### src/rtl/ftdi_pkg.sv
`default_nettype none
// ============================================================================
// Package     : ftdi_pkg
// Description : Shared types and default timing for the FT245-style FIFO bus
//               arbiter: FSM state encoding, grant direction, default strobe
//               and recovery lengths (in clock cycles), and a small helper
//               used to size the shared state-timing counter.
// Revision    : 1.0 - initial release
// ============================================================================
package ftdi_pkg;

  // Default bus timing, in system clock cycles.
  localparam int DEF_RD_PULSE = 3;  // ftdi_rd low time; data sampled on last edge
  localparam int DEF_WR_SETUP = 1;  // data driven before ftdi_wr falls
  localparam int DEF_WR_PULSE = 3;  // ftdi_wr low time
  localparam int DEF_RECOVER  = 3;  // idle time after every strobe

  // Recovery must outlast the 2-flop synchronizer plus one cycle so that an
  // rxf/txe level that has not yet caught up with the FTDI side is never
  // mistaken for a fresh request.
  localparam int MIN_RECOVER  = 3;

  typedef enum logic [2:0] {
    ST_IDLE       = 3'd0,
    ST_RD_STROBE  = 3'd1,
    ST_RD_RECOVER = 3'd2,
    ST_WR_SETUP   = 3'd3,
    ST_WR_STROBE  = 3'd4,
    ST_WR_RECOVER = 3'd5
  } state_t;

  typedef enum logic {
    GRANT_RD = 1'b0,
    GRANT_WR = 1'b1
  } grant_t;

  function automatic int max4(input int a, input int b, input int c, input int d);
    int m;
    m = a;
    if (b > m) m = b;
    if (c > m) m = c;
    if (d > m) m = d;
    return m;
  endfunction

endpackage
`default_nettype wire

### src/rtl/ftdi_sync.sv
`default_nettype none
// ============================================================================
// Module      : ftdi_sync
// Description : Parameterised-width two-flop synchronizer for asynchronous
//               level inputs (FTDI RXF#/TXE#).
// Ports       : clock      - system clock
//               reset_n    - synchronous active-low reset
//               d[W-1:0]   - asynchronous input levels
//               q[W-1:0]   - synchronized levels (2 cycles latency)
// Parameters  : WIDTH      - number of bits
//               RESET_VAL  - value both stages take during reset
// Revision    : 1.0 - initial release
// ============================================================================
module ftdi_sync #(
  parameter int               WIDTH     = 1,
  parameter logic [WIDTH-1:0] RESET_VAL = '0
) (
  input  logic             clock,
  input  logic             reset_n,
  input  logic [WIDTH-1:0] d,
  output logic [WIDTH-1:0] q
);

  logic [WIDTH-1:0] meta_q, meta_d;
  logic [WIDTH-1:0] sync_q, sync_d;

  always_comb begin
    meta_d = d;
    sync_d = meta_q;
  end

  always_ff @(posedge clock) begin
    if (!reset_n) begin
      meta_q <= RESET_VAL;
      sync_q <= RESET_VAL;
    end else begin
      meta_q <= meta_d;
      sync_q <= sync_d;
    end
  end

  assign q = sync_q;

endmodule
`default_nettype wire

### src/rtl/ftdi_fifo_arbiter.sv
`default_nettype none
// ============================================================================
// Module      : ftdi_fifo_arbiter
// Description : Sequences the FT245-style asynchronous FIFO bus (8-bit
//               bidirectional ADBUS, RXF#/TXE#/RD#/WR#) and shares it between
//               the host-to-FPGA read path and FPGA-to-host write path. Owns
//               the ADBUS tristate enable and all strobe timing; presents a
//               valid/ready byte stream in each direction through one-entry
//               holding registers.
// Ports       : clock, reset_n      - system clock, sync active-low reset
//               en                  - allow new bus transactions
//               rxf, txe            - FTDI RXF#/TXE# (async, active-low)
//               adbus_in/out/tri    - ADBUS pins; tri=1 means FPGA drives
//               ftdi_rd, ftdi_wr    - RD#/WR# strobes, active-low
//               rx_data/valid/ready - host-to-FPGA byte stream
//               tx_data/valid/ready - FPGA-to-host byte stream
//               busy                - FSM not idle
// Config      : FTDI_ROUND_ROBIN_EN - when defined, simultaneous read/write
//               requests alternate direction; otherwise read always wins.
// Revision    : 1.0 - initial release
// ============================================================================
module ftdi_fifo_arbiter
  import ftdi_pkg::*;
#(
  parameter int RD_PULSE = DEF_RD_PULSE,
  parameter int WR_SETUP = DEF_WR_SETUP,
  parameter int WR_PULSE = DEF_WR_PULSE,
  parameter int RECOVER  = DEF_RECOVER
) (
  input  logic       clock,
  input  logic       reset_n,
  input  logic       en,
  input  logic       rxf,
  input  logic       txe,
  input  logic [7:0] adbus_in,
  output logic [7:0] adbus_out,
  output logic       adbus_tri,
  output logic       ftdi_rd,
  output logic       ftdi_wr,
  output logic [7:0] rx_data,
  output logic       rx_valid,
  input  logic       rx_ready,
  input  logic [7:0] tx_data,
  input  logic       tx_valid,
  output logic       tx_ready,
  output logic       busy
);

  // Counter holds (phase length - 1), so it needs to represent the longest
  // phase length minus one.
  localparam int MAX_PHASE = max4(RD_PULSE, WR_SETUP, WR_PULSE, RECOVER);
  localparam int CNT_W     = (MAX_PHASE > 1) ? $clog2(MAX_PHASE) : 1;

  generate
    if (RECOVER < MIN_RECOVER) begin : g_bad_recover
      $error("ftdi_fifo_arbiter: RECOVER must be at least 3 cycles");
    end
    if ((RD_PULSE < 1) || (WR_SETUP < 1) || (WR_PULSE < 1)) begin : g_bad_pulse
      $error("ftdi_fifo_arbiter: strobe and setup lengths must be at least 1 cycle");
    end
  endgenerate

  // --------------------------------------------------------------------------
  // Synchronizers. Reset to 1 (inactive) so nothing is requested until the
  // real pin levels have propagated through both stages.
  // --------------------------------------------------------------------------
  logic rxf_s;
  logic txe_s;

  ftdi_sync #(
    .WIDTH     (2),
    .RESET_VAL (2'b11)
  ) u_sync (
    .clock   (clock),
    .reset_n (reset_n),
    .d       ({rxf, txe}),
    .q       ({rxf_s, txe_s})
  );

  // --------------------------------------------------------------------------
  // State
  // --------------------------------------------------------------------------
  state_t           state_q, state_d;
  logic [CNT_W-1:0] cnt_q, cnt_d;
  logic             ftdi_rd_q, ftdi_rd_d;
  logic             ftdi_wr_q, ftdi_wr_d;
  logic             adbus_tri_q, adbus_tri_d;
  logic [7:0]       adbus_out_q, adbus_out_d;
  logic [7:0]       rx_data_q, rx_data_d;
  logic             rx_valid_q, rx_valid_d;
  logic [7:0]       tx_hold_q, tx_hold_d;
  logic             tx_full_q, tx_full_d;
  logic             tx_ready_q, tx_ready_d;
  logic             busy_q, busy_d;

  logic rd_req;
  logic wr_req;
  logic grant_rd;
  logic grant_wr;

  assign rd_req = en & ~rxf_s & ~rx_valid_q;
  assign wr_req = en & ~txe_s & tx_full_q;

  // --------------------------------------------------------------------------
  // Arbitration (only consumed in IDLE)
  // --------------------------------------------------------------------------
`ifdef FTDI_ROUND_ROBIN_EN
  grant_t last_grant_q, last_grant_d;

  always_comb begin
    grant_rd = rd_req;
    grant_wr = wr_req;
    if (rd_req && wr_req) begin
      grant_rd = (last_grant_q == GRANT_WR);
      grant_wr = (last_grant_q == GRANT_RD);
    end
  end

  always_comb begin
    last_grant_d = last_grant_q;
    if (state_q == ST_IDLE) begin
      if (grant_rd) begin
        last_grant_d = GRANT_RD;
      end else if (grant_wr) begin
        last_grant_d = GRANT_WR;
      end
    end
  end

  always_ff @(posedge clock) begin
    if (!reset_n) begin
      last_grant_q <= GRANT_WR;
    end else begin
      last_grant_q <= last_grant_d;
    end
  end
`else
  always_comb begin
    grant_rd = rd_req;
    grant_wr = wr_req & ~rd_req;
  end
`endif

  // --------------------------------------------------------------------------
  // Next-state and registered-output logic
  // --------------------------------------------------------------------------
  always_comb begin
    state_d     = state_q;
    cnt_d       = cnt_q;
    ftdi_rd_d   = ftdi_rd_q;
    ftdi_wr_d   = ftdi_wr_q;
    adbus_tri_d = adbus_tri_q;
    adbus_out_d = adbus_out_q;
    rx_data_d   = rx_data_q;
    rx_valid_d  = rx_valid_q;
    tx_hold_d   = tx_hold_q;
    tx_full_d   = tx_full_q;

    // Stream-side handshakes. A TX load can only happen while the holding
    // register is empty, so it never races the clear in WR_STROBE below.
    if (rx_valid_q && rx_ready) begin
      rx_valid_d = 1'b0;
    end
    if (tx_valid && tx_ready_q) begin
      tx_full_d = 1'b1;
      tx_hold_d = tx_data;
    end

    case (state_q)
      ST_IDLE: begin
        if (grant_rd) begin
          state_d   = ST_RD_STROBE;
          ftdi_rd_d = 1'b0;
          cnt_d     = CNT_W'(RD_PULSE - 1);
        end else if (grant_wr) begin
          state_d     = ST_WR_SETUP;
          adbus_tri_d = 1'b1;
          adbus_out_d = tx_hold_q;
          cnt_d       = CNT_W'(WR_SETUP - 1);
        end
      end

      ST_RD_STROBE: begin
        if (cnt_q == '0) begin
          // Final strobe edge: capture the bus as RD# returns high.
          state_d    = ST_RD_RECOVER;
          ftdi_rd_d  = 1'b1;
          rx_data_d  = adbus_in;
          rx_valid_d = 1'b1;
          cnt_d      = CNT_W'(RECOVER - 1);
        end else begin
          cnt_d = cnt_q - 1'b1;
        end
      end

      ST_RD_RECOVER: begin
        if (cnt_q == '0) begin
          state_d = ST_IDLE;
        end else begin
          cnt_d = cnt_q - 1'b1;
        end
      end

      ST_WR_SETUP: begin
        if (cnt_q == '0) begin
          state_d   = ST_WR_STROBE;
          ftdi_wr_d = 1'b0;
          cnt_d     = CNT_W'(WR_PULSE - 1);
        end else begin
          cnt_d = cnt_q - 1'b1;
        end
      end

      ST_WR_STROBE: begin
        if (cnt_q == '0) begin
          // Data stays driven through the first recover cycle for hold time.
          state_d   = ST_WR_RECOVER;
          ftdi_wr_d = 1'b1;
          tx_full_d = 1'b0;
          cnt_d     = CNT_W'(RECOVER - 1);
        end else begin
          cnt_d = cnt_q - 1'b1;
        end
      end

      ST_WR_RECOVER: begin
        adbus_tri_d = 1'b0;
        if (cnt_q == '0) begin
          state_d = ST_IDLE;
        end else begin
          cnt_d = cnt_q - 1'b1;
        end
      end

      default: begin
        state_d     = ST_IDLE;
        cnt_d       = '0;
        ftdi_rd_d   = 1'b1;
        ftdi_wr_d   = 1'b1;
        adbus_tri_d = 1'b0;
      end
    endcase

    tx_ready_d = ~tx_full_d;
    busy_d     = (state_d != ST_IDLE);
  end

  always_ff @(posedge clock) begin
    if (!reset_n) begin
      state_q     <= ST_IDLE;
      cnt_q       <= '0;
      ftdi_rd_q   <= 1'b1;
      ftdi_wr_q   <= 1'b1;
      adbus_tri_q <= 1'b0;
      adbus_out_q <= 8'h00;
      rx_data_q   <= 8'h00;
      rx_valid_q  <= 1'b0;
      tx_hold_q   <= 8'h00;
      tx_full_q   <= 1'b0;
      tx_ready_q  <= 1'b0;
      busy_q      <= 1'b0;
    end else begin
      state_q     <= state_d;
      cnt_q       <= cnt_d;
      ftdi_rd_q   <= ftdi_rd_d;
      ftdi_wr_q   <= ftdi_wr_d;
      adbus_tri_q <= adbus_tri_d;
      adbus_out_q <= adbus_out_d;
      rx_data_q   <= rx_data_d;
      rx_valid_q  <= rx_valid_d;
      tx_hold_q   <= tx_hold_d;
      tx_full_q   <= tx_full_d;
      tx_ready_q  <= tx_ready_d;
      busy_q      <= busy_d;
    end
  end

  assign adbus_out = adbus_out_q;
  assign adbus_tri = adbus_tri_q;
  assign ftdi_rd   = ftdi_rd_q;
  assign ftdi_wr   = ftdi_wr_q;
  assign rx_data   = rx_data_q;
  assign rx_valid  = rx_valid_q;
  assign tx_ready  = tx_ready_q;
  assign busy      = busy_q;

endmodule
`default_nettype wire

### config.mk
export PLATFORM = sky130hd
export DESIGN_NAME = ftdi_fifo_arbiter
export DESIGN_NICKNAME = d
export VERILOG_FILES = /design/src/rtl/ftdi_pkg.sv /design/src/rtl/ftdi_sync.sv /design/src/rtl/ftdi_fifo_arbiter.sv
export SDC_FILE = /design/constraint.sdc
export NUM_CORES = 1
export LEC_CHECK = 0
export ABC_AREA = 1
export CORE_UTILIZATION = 35
export DETAILED_ROUTE_END_ITERATION = 6
export PLACE_DENSITY = 0.7
export RECOVER_POWER = 25
export SETUP_SLACK_MARGIN = 0.02
export SKIP_CTS_REPAIR_TIMING = 1
export SYNTH_ARGS = -nofsm -noshare
export SYNTH_HDL_FRONTEND = slang
export SYNTH_SLANG_ARGS = --single-unit
export TNS_END_PERCENT = 20
### constraint.sdc
create_clock -name clock -period 1.3 [get_ports clock]
set_input_delay 0.195 -clock clock [delete_from_list [all_inputs] [get_ports clock]]
set_output_delay 0.195 -clock clock [all_outputs]
set_load 0.1 [all_outputs]
# ---- Yosys cells after proc, flatten, opt, wreduce, memory -nomap -nowiden
# Index checks and enable logic that the tools add are counted.
dict set report totals {
  out_inout_bits 22
  ff_bits 40
  word_cells 83
}
dict set report op_classes {
  n_bitwise 13
  reduce_logical 16
  n_eq_ne 13
  n_addsub 1
  muxes 26
}
# op count
set ops {}
lappend ops {{3-bit 2-to-1 mux} 6}
lappend ops {{3-bit case mux with 5 select lines} 1}
lappend ops {{2-bit != test, second input constant} 7}
lappend ops {{3-bit AND reduction} 4}
lappend ops {{4-bit OR reduction} 3}
lappend ops {{1-bit 2-to-1 mux} 11}
lappend ops {{2-bit 2-to-1 mux} 4}
lappend ops {{1-bit NOT} 8}
lappend ops {{3-bit by 2-bit == test with 1-bit output, second input constant} 2}
lappend ops {{3-bit == test, second input constant} 2}
lappend ops {{1-bit case mux with 3 select lines} 2}
lappend ops {{2-bit case mux with 3 select lines} 1}
lappend ops {{1-bit bitwise AND} 5}
lappend ops {{2-bit AND reduction} 2}
lappend ops {{3-bit by 1-bit == test with 1-bit output, second input constant} 1}
lappend ops {{3-bit zero test} 1}
lappend ops {{3-bit != test, second input constant} 1}
lappend ops {{3-bit nonzero test} 1}
lappend ops {{3-bit OR reduction} 1}
lappend ops {{1-bit logical AND} 2}
lappend ops {{2-bit zero test} 1}
lappend ops {{1-bit case mux with 2 select lines} 1}
lappend ops {{2-bit OR reduction} 1}
lappend ops {{2-bit by 1-bit subtractor with 2-bit output, second input constant} 1}

# ---- Longest topological paths before layout
dict set report logic_depth {
  ltp_word 9
  depth_mapped 9
}

# ---- Cells and area by module
# From an unflattened synthesis, not the netlist that was laid out.
dict set report unflattened {
  cells_unflattened 221
  hier_area_um2 1622.8
}
# mod cells_each n_inst seq_area_each_um2 area_per_inst_um2
set by_module_without_submodules {}
lappend by_module_without_submodules {ftdi_fifo_arbiter 209 1 720.7 1512.7}
lappend by_module_without_submodules {ftdi_sync 12 1 80.1 110.1}

# ---- Least setup slack after synthesis
# No wires, ideal clock.
dict set report synth_timing {
  path_kind {register -> register}
  from {register rx_valid_q (netlist: rx_valid)}
  to {register adbus_out_q[0] (netlist: adbus_out[0])}
  path_slack_ps -496
  arrival_time_ps 1680
  t_required_ps 1183
  setup_time_ps 117
  path_stages_with_launch 7
  path_cell_list {dfxtp_1 > inv_1 > nand3b_1 > nand3_4 > buf_8 > o21ai_1 > nor2_1}
}
dict set report synth_via {
  elab_chain_len 5
}
# element line
set synth_rtl {}
lappend synth_rtl {{start: declaration} ftdi_fifo_arbiter.sv:90} ;# logic rx_valid_q, rx_valid_d;
lappend synth_rtl {{start signal: assignment} ftdi_fifo_arbiter.sv:270} ;# rx_valid_q <= rx_valid_d;
lappend synth_rtl {{1-bit NOT (*)} ftdi_fifo_arbiter.sv:101} ;# assign rd_req = en & ~rxf_s & ~rx_valid_q;
lappend synth_rtl {{1-bit bitwise AND (*)} ftdi_fifo_arbiter.sv:101}
lappend synth_rtl {{1-bit NOT (no source line) (*)} -}
lappend synth_rtl {{1-bit bitwise AND} ftdi_fifo_arbiter.sv:140} ;# grant_wr = wr_req & ~rd_req;
lappend synth_rtl {{3-bit AND reduction (no source line) (*)} -}
lappend synth_rtl {{end signal: assignment} ftdi_fifo_arbiter.sv:268} ;# adbus_out_q <= adbus_out_d;
lappend synth_rtl {{end: declaration} ftdi_fifo_arbiter.sv:88} ;# logic [7:0] adbus_out_q, adbus_out_d;
# Every way passes the cells marked *; elsewhere a longest branch is shown, timed or not.
# A chain may end at the register's enable or synchronous reset.

# ---- Worst setup path after layout
dict set report layout_timing {
  from {register cnt_q[1]}
  to {register state_q[2]}
}
dict set report layout_via {
  elab_chain_len 3
  elab_cells_between_ends 6
  classes_between {mux (5); reduce/logical (1)}
}
# element line
set layout_rtl {}
lappend layout_rtl {{start: declaration} ftdi_fifo_arbiter.sv:84} ;# logic [CNT_W-1:0] cnt_q, cnt_d;
lappend layout_rtl {{start signal: assignment} ftdi_fifo_arbiter.sv:264} ;# cnt_q <= cnt_d;
lappend layout_rtl {{2-bit zero test (*)} -}
lappend layout_rtl {{3-bit 2-to-1 mux, on equally long branches} -}
lappend layout_rtl {{3-bit case mux with 5 select lines (*)} ftdi_fifo_arbiter.sv:169} ;# case (state_q)
lappend layout_rtl {{end signal: assignment} ftdi_fifo_arbiter.sv:263} ;# state_q <= state_d;
lappend layout_rtl {{end: declaration} ftdi_fifo_arbiter.sv:83} ;# state_t state_q, state_d;
# Marks and branches as above.

==> results.json <==
{
  "ios": 45,
  "grt_pass1_wl_um": 5920,
  "synth_cell_types": 26,
  "drv_cap": 0,
  "drt_pass1_iterations": 6,
  "cts_root_buf": "clkbuf_8",
  "cts_tree": "yes",
  "vias_per_cell": 4.68,
  "clk_path_buf_depth": 2,
  "nets": 296,
  "cts_buffers": 5,
  "clock-sinks": 40,
  "fin_skew_ns": 0.00989,
  "post-route-period-util_pct": 91.5,
  "drc_errors": 0,
  "cts.clk_slew.worst_paths_ns": 0.07,
  "grt_util_all_layers_pct": 15.3,
  "wire_per_inst_um": 11.1,
  "synth_top_area_cell": "dfxtp_1",
  "status": "finished clean",
  "synth_top_family_by_area": "simple AND/OR/NAND/NOR gates",
  "dp_worst_setup_slack_ns": -0.202,
  "end_kind": "flop",
  "rsz0062_at_grt": "no",
  "grt_overflow_total": 0,
  "critPathMaxStageDelay_ns": 0.34,
  "die_w_um": 70.9,
  "routed_wl_um": 3560,
  "arrival_ns": 1.42,
  "vias": 1507,
  "synth_top_area_share_pct": 48.2,
  "gp_congestion": 0.814,
  "antenna_found_initial": 0,
  "areaGrowthSynthToFinish_pct": 55.3,
  "drive_above_1_share_pct": 30.0,
  "num_antenna_cells": 0,
  "finalMaxSlewViolations": 0,
  "critPathSlowestCell": "dfxtp_2",
  "path_class": "flop to flop",
  "max_freq_ghz": 0.841,
  "ir_drop_mv": 0.595,
  "maxSlewHeadroom_pct": 79.1,
  "grt_pass1_vias": 1340,
  "setup_viol_count_final": 0,
  "total_power_uw": 2720,
  "synthMuxAreaShare_pct": 0,
  "synthSimpleGateAreaFrac_pct": 31.8,
  "clkLatencyLatePin_ns": 0.29,
  "ys_seq_area_share_pct": 48.2,
  "cp_max_fo": 6,
  "period_needed_ns": 1.19,
  "pwr_density_cell_nw_per_um2": 1050,
  "hold_viol_final": 0,
  "io_buffers": 44,
  "core-area_um2": 4440,
  "syn-mean-instance-area_um2": 7.94,
  "ant_nets": 0,
  "ys_warn_count": 0,
  "cp-start-kind": "flop",
  "cp_common_cell": "inv_1",
  "start_util_pct": 37.4,
  "ys_seq_elements": 40,
  "syn_area_um2": 1660,
  "fin_ws_ns": 0.110,
  "worst_ep_required_time_ns": 1.53,
  "hp-class": "flop to flop",
  "synth_compound_area_share_pct": 10.7,
  "synth-xor-area-share_pct": 0,
  "synth_top_cells_by_area": "dfxtp_1 48%, nor2_1 13%, o21ai_0 5.4%",
  "synthCells": 209,
  "drtIter0Drc": 93,
  "htreeDepth": 2,
  "synthAdderAreaFrac_pct": 3.01,
  "p_leak_uw": 0.00113,
  "die-height_um": 70.9,
  "tightest_slew_ns": 0.315,
  "dp_hpwl_um": 2630,
  "syn-num-nets": 236,
  "grt_max_degree": 27,
  "critical_path.cell_chain": "inv_1 -> ha_4 -> inv_2 -> buf_6 -> nand3_1 -> o211ai_1 -> nand2_1 -> inv_1",
  "std_cell_rows": 24,
  "dieArea_um2": 5020
}
[metal layers]
layer	track usage [%]	up-vias	share of wire (%)
li1	-	792	-
met1	19.2	669	47
met2	23.0	40	44
met3	5.41	6	6.4
met4	8.67	0	2.2
met5	0	-	0
[synthesized netlist by cell type, drive strengths merged]
library cell / count
nor2: 59
dfxtp: 40
nand2: 27
o21ai: 26
inv: 16
nand3: 16
a21oi: 5
ha: 4
or2: 4
clkbuf: 3
o211ai: 3
buf: 2
nand3b: 2
clkinv: 1
nand2b: 1
[per-stage QoR]
| stage | TNS, ns | hold WS, ns | cells | utilization, % | area [um2] |
|---|---|---|---|---|---|
| after CTS | -0.0308 | 0.423 | 319 | 57.3 | 2550 |
| after global placement | -1.85 | 0.394 | 311 | 54.9 | 2440 |
| after global routing | 0 | 0.433 | 322 | 58.0 | 2580 |
| final | 0 | 0.418 | 322 | 58.0 | 2580 |
| after floorplan | 0 | 0.302 | 209 | - | 1670 |
| after detailed placement | -2.44 | 0.405 | 311 | 54.9 | 2440 |
[state kept, by name (all words and copies together) (netlist names)]
name,flops
adbus_out,8
adbus_tri,1
busy,1
cnt_q,2
ftdi_rd,1
ftdi_wr,1
rx_data,8
rx_valid,1
state_q,3
tx_full_q,1
tx_hold_q,8
tx_ready,1
u_sync.meta_q,2
u_sync.q,2
[kinds of logic after synthesis]
group	Yosys count
compound gates	34
fa+ha+maj	4
buf+inv	22
flops	40
simple gates	109
[power by group]
| group | switching [uW] | leakage (uW) | internal (uW) |
|---|---|---|---|
| registers | 30.9 | 0.000330 | 1270 |
| logic | 243 | 0.000740 | 175 |
| clock network | 429 | 0.0000585 | 569 |
| total | 702 | 0.00113 | 2010 |
[final timing paths]
check,endpoint,slack [ns],cells after the start,from
hold reg to reg,u_sync.q[0],0.42,1,u_sync.meta_q[0]
setup reg to reg,state_q[2],0.11,8,cnt_q[1]
setup / recovery,state_q[2],0.11,8,cnt_q[1]
hold / removal,u_sync.q[0],0.42,1,u_sync.meta_q[0]
[critical path, delay by kind of cell, from the launching register on]
kind	cells	cell delay (ns)
flops	1	0.34
compound gates	1	0.10
fa+ha+maj	1	0.16
simple gates	2	0.19
buf+inv	4	0.33
[final cells by class]
| class | instances | area (um2) |
|---|---|---|
| Fill cell | 392 | 1870 |
| Sequential cell | 40 | 815 |
| Multi-Input combinational cell | 148 | 792 |
| Timing Repair Buffer | 57 | 728 |
| Clock buffer | 5 | 68.8 |
| Inverter | 17 | 68.8 |
| Tap cell | 52 | 65.1 |
| Clock inverter | 3 | 41.3 |
[layout by cell type (no fill, tap or decap), types with 5 or more instances in the layout]
master | Yosys | final
buf_12 | 0 | 19
buf_4 | 0 | 11
clkbuf_8 | 0 | 5
clkdlybuf4s50_1 | 0 | 21
dfxtp_1 | 40 | 33
dfxtp_2 | 0 | 5
inv_1 | 11 | 8
inv_2 | 4 | 6
nand2_1 | 23 | 22
nand3_1 | 10 | 10
nand3_2 | 5 | 6
nor2_1 | 56 | 56
o21ai_0 | 18 | 18
o21ai_1 | 8 | 8
No activity file was read; power rests on OpenSTA's default activity.
==> variant: new RTL, same settings <==
Change the package constant `DEF_WR_PULSE` from 3 to 6.
--- a/src/rtl/ftdi_pkg.sv
+++ b/src/rtl/ftdi_pkg.sv
@@ -12,7 +12,7 @@
   // Default bus timing, in system clock cycles.
   localparam int DEF_RD_PULSE = 3;  // ftdi_rd low time; data sampled on last edge
   localparam int DEF_WR_SETUP = 1;  // data driven before ftdi_wr falls
-  localparam int DEF_WR_PULSE = 3;  // ftdi_wr low time
+  localparam int DEF_WR_PULSE = 6;  // ftdi_wr low time
   localparam int DEF_RECOVER  = 3;  // idle time after every strobe
 
   // Recovery must outlast the 2-flop synchronizer plus one cycle so that an
Formal check against the unedited RTL: not equivalent (a bounded check fails within 10 cycles, from zero or initial values and one cycle with reset_n low).
==> variant against the original RTL <==
  * First-iteration DRC count up 15%
  * Synthesized area up 4.3%
  * Count of clock-buffer cells in the layout unchanged
  * Wire length up 20%
  * Cell area up 12%
  * Worst setup slack worse by 0.10 ns
  * Combinational power up 11%
  * Worst hold slack worse by 0.0012 ns
  * Fmax down 7.9%
  * Sequential cell count up 1
  * Non-clock buffer count up 12
  * Total power up 9.7%
  * Clock skew down 0.0032 ns
  * Critical path depth unchanged
==> variant: results (changes against the original RTL) <==
| Metric | Value |
|---|---|
| RR Startpoint | state_q[0] (was cnt_q[1]) |
| R2r setup slk | 0.008 ns (was 0.11 ns) |
| Hold_sp | u_sync.meta_q[1] (was u_sync.meta_q[0]) |
| Largest cells by area after synthesis | dfxtp_1, nor2_1, o21ai_0, nand2_1, nand3_1 (was dfxtp_1, nor2_1, o21ai_0, nand2_1, ha_1) |
| CTS Buffer Depth | 2 (unchanged) |
| Top sig layer | met4 (unchanged) |
| HP Class | register to register (unchanged) |
| LEAKAGE | 1.27 nW (was 1.13 nW) |
| Post-synthesis async set-or-reset flop share | 0% (unchanged) |
| HPWL Detailed | 3100 um (was 2630 um) |
| Antenna diodes | 0 (unchanged) |
| Clk root buf | clkbuf_8 (unchanged) |
| Setup violations, final | 0 (unchanged) |
| Top cell type's share of synthesized area | 47.4% (was 48.2%) |
| Clock latency on the worst-skew pair | approximately 0.28 ns |
| Layout cell share with drive strength beyond 1 | 35.0% (was 30.0%) |
| Critical Path Fanout Max | 6 (unchanged) |
| Synth cell types | 25 (was 26) |
| Drt via density | 4.64 (was 4.68) |
| Mapped Nets | 260 (was 236) |
| WL met2 | 2110 um (was 1580 um) |
| Met1 wire length | 1830 um (was 1670 um) |
| Most frequent cells after synthesis | nor2_1, dfxtp_1, nand2_1, o21ai_0, inv_1 (unchanged) |
| Critical Path Start | state_q[0] (was cnt_q[1]) |
| Worst VDD drop | 0.000625 V (was 0.000595 V) |
| Mux share of post-synthesis cell area | 0% (unchanged) |
| Register area share after synthesis | 47.4% (was 48.2%) |
| Initial antenna violation count | 0 (unchanged) |
| Compound-Gate Fraction of Synth Area | 11.6% (was 10.7%) |
| Clock Skew | 0.00664 ns (was 0.00989 ns) |
| Post-Synth Adder-Cell Area | 1.45% (was 3.01%) |
| NumNets Final | 330 (was 296) |
| Cts bufs inserted | 5 (unchanged) |
| Status | complete, no violations (unchanged) |
| 1st-iter DRT viols | 107 (was 93) |
| Fin. max-slew vios | 0 (unchanged) |
| Rel. slew slack | 76.5% (was 79.1%) |
| Clock Pin Slew Worst Setup and Hold Paths | 0.08 ns |
| 1st-pass router iterations | 4 (was 6) |
| Arrival @ worst endpoint | 1.51 ns (was 1.42 ns) |
| First-pass GRT wire length | 6710 um (was 5920 um) |
| GPL Wtd Cong | 0.890 (was 0.814) |
| Vias in the first global route | 1514 (was 1340) |
| Post-synth top flop | dfxtp_1 (unchanged) |
| IO Port Bufs | 44 (unchanged) |
| Synth warnings | 0 (unchanged) |
| Htree depth | 2 (unchanged) |
| Largest net degree at the start of global routing | 17 (was 27) |
| Post-Synth XOR/XNOR Area | 0% (unchanged) |
| GRT Total Usage | 16.3% (was 15.3%) |
| DR WL met3 | 252 um (was 226 um) |
| Routed Wire Length | 4270 um (was 3560 um) |
-- variant: cell families after synthesis --
logic type               Yosys count
flip-flops                        41
AO/OA/AOI/OAI                     39
adder cells (fa/ha/maj)            2
buffers and inverters             27
AND/OR/NAND/NOR                  126
-- variant: worst max-delay path: stages (launching register included) --
cell     delay (ns)
dfxtp_4        0.38
inv_4          0.07
nand2_4        0.05
nor2_4         0.17
nand2_4        0.09
nor2_8         0.15
buf_12         0.13
o21ai_0        0.08
nor2_1         0.10
-- variant: where the power goes --
part           switching, mW  internal [mW]
registers             0.0346           1.30
logic                  0.259          0.204
clock network          0.422          0.763
total                  0.716           2.27
-- variant: worst paths after layout --
path,end,cells after the start
worst max register to register,adbus_out[4],8
worst max-delay path,adbus_out[4],8
worst min register to register,u_sync.q[1],1
worst min-delay path,u_sync.q[1],1
-- variant: cell type report --
type,instances,area (um2)
clock buffer,5,68.8
multi-input combinational,167,871
inverter,21,88.8
sequential,41,843
fill,418,1870
clock inverter,3,65.1
tap,67,83.8
timing repair buffer,69,868
-- variant: through the flow --
stage	setup WS [ns]	cell area, um2	hold WS, ns	std cells	util [%]
after CTS	-0.230	2750	0.421	367	57.8
after detailed placement	-0.212	2620	0.401	359	55.0
after global routing	-0.0870	2890	0.437	373	60.8
after global placement	-0.157	2620	0.395	359	55.0
final	0.00829	2890	0.417	373	60.8
after floorplan	-0.0465	1750	0.302	235	-
-- variant: routing by layer --
metal	vias up	GRT usage, %
li1	889	-
met1	785	20.9
met2	50	26.6
met3	6	3.75
met4	0	6.32
met5	-	0
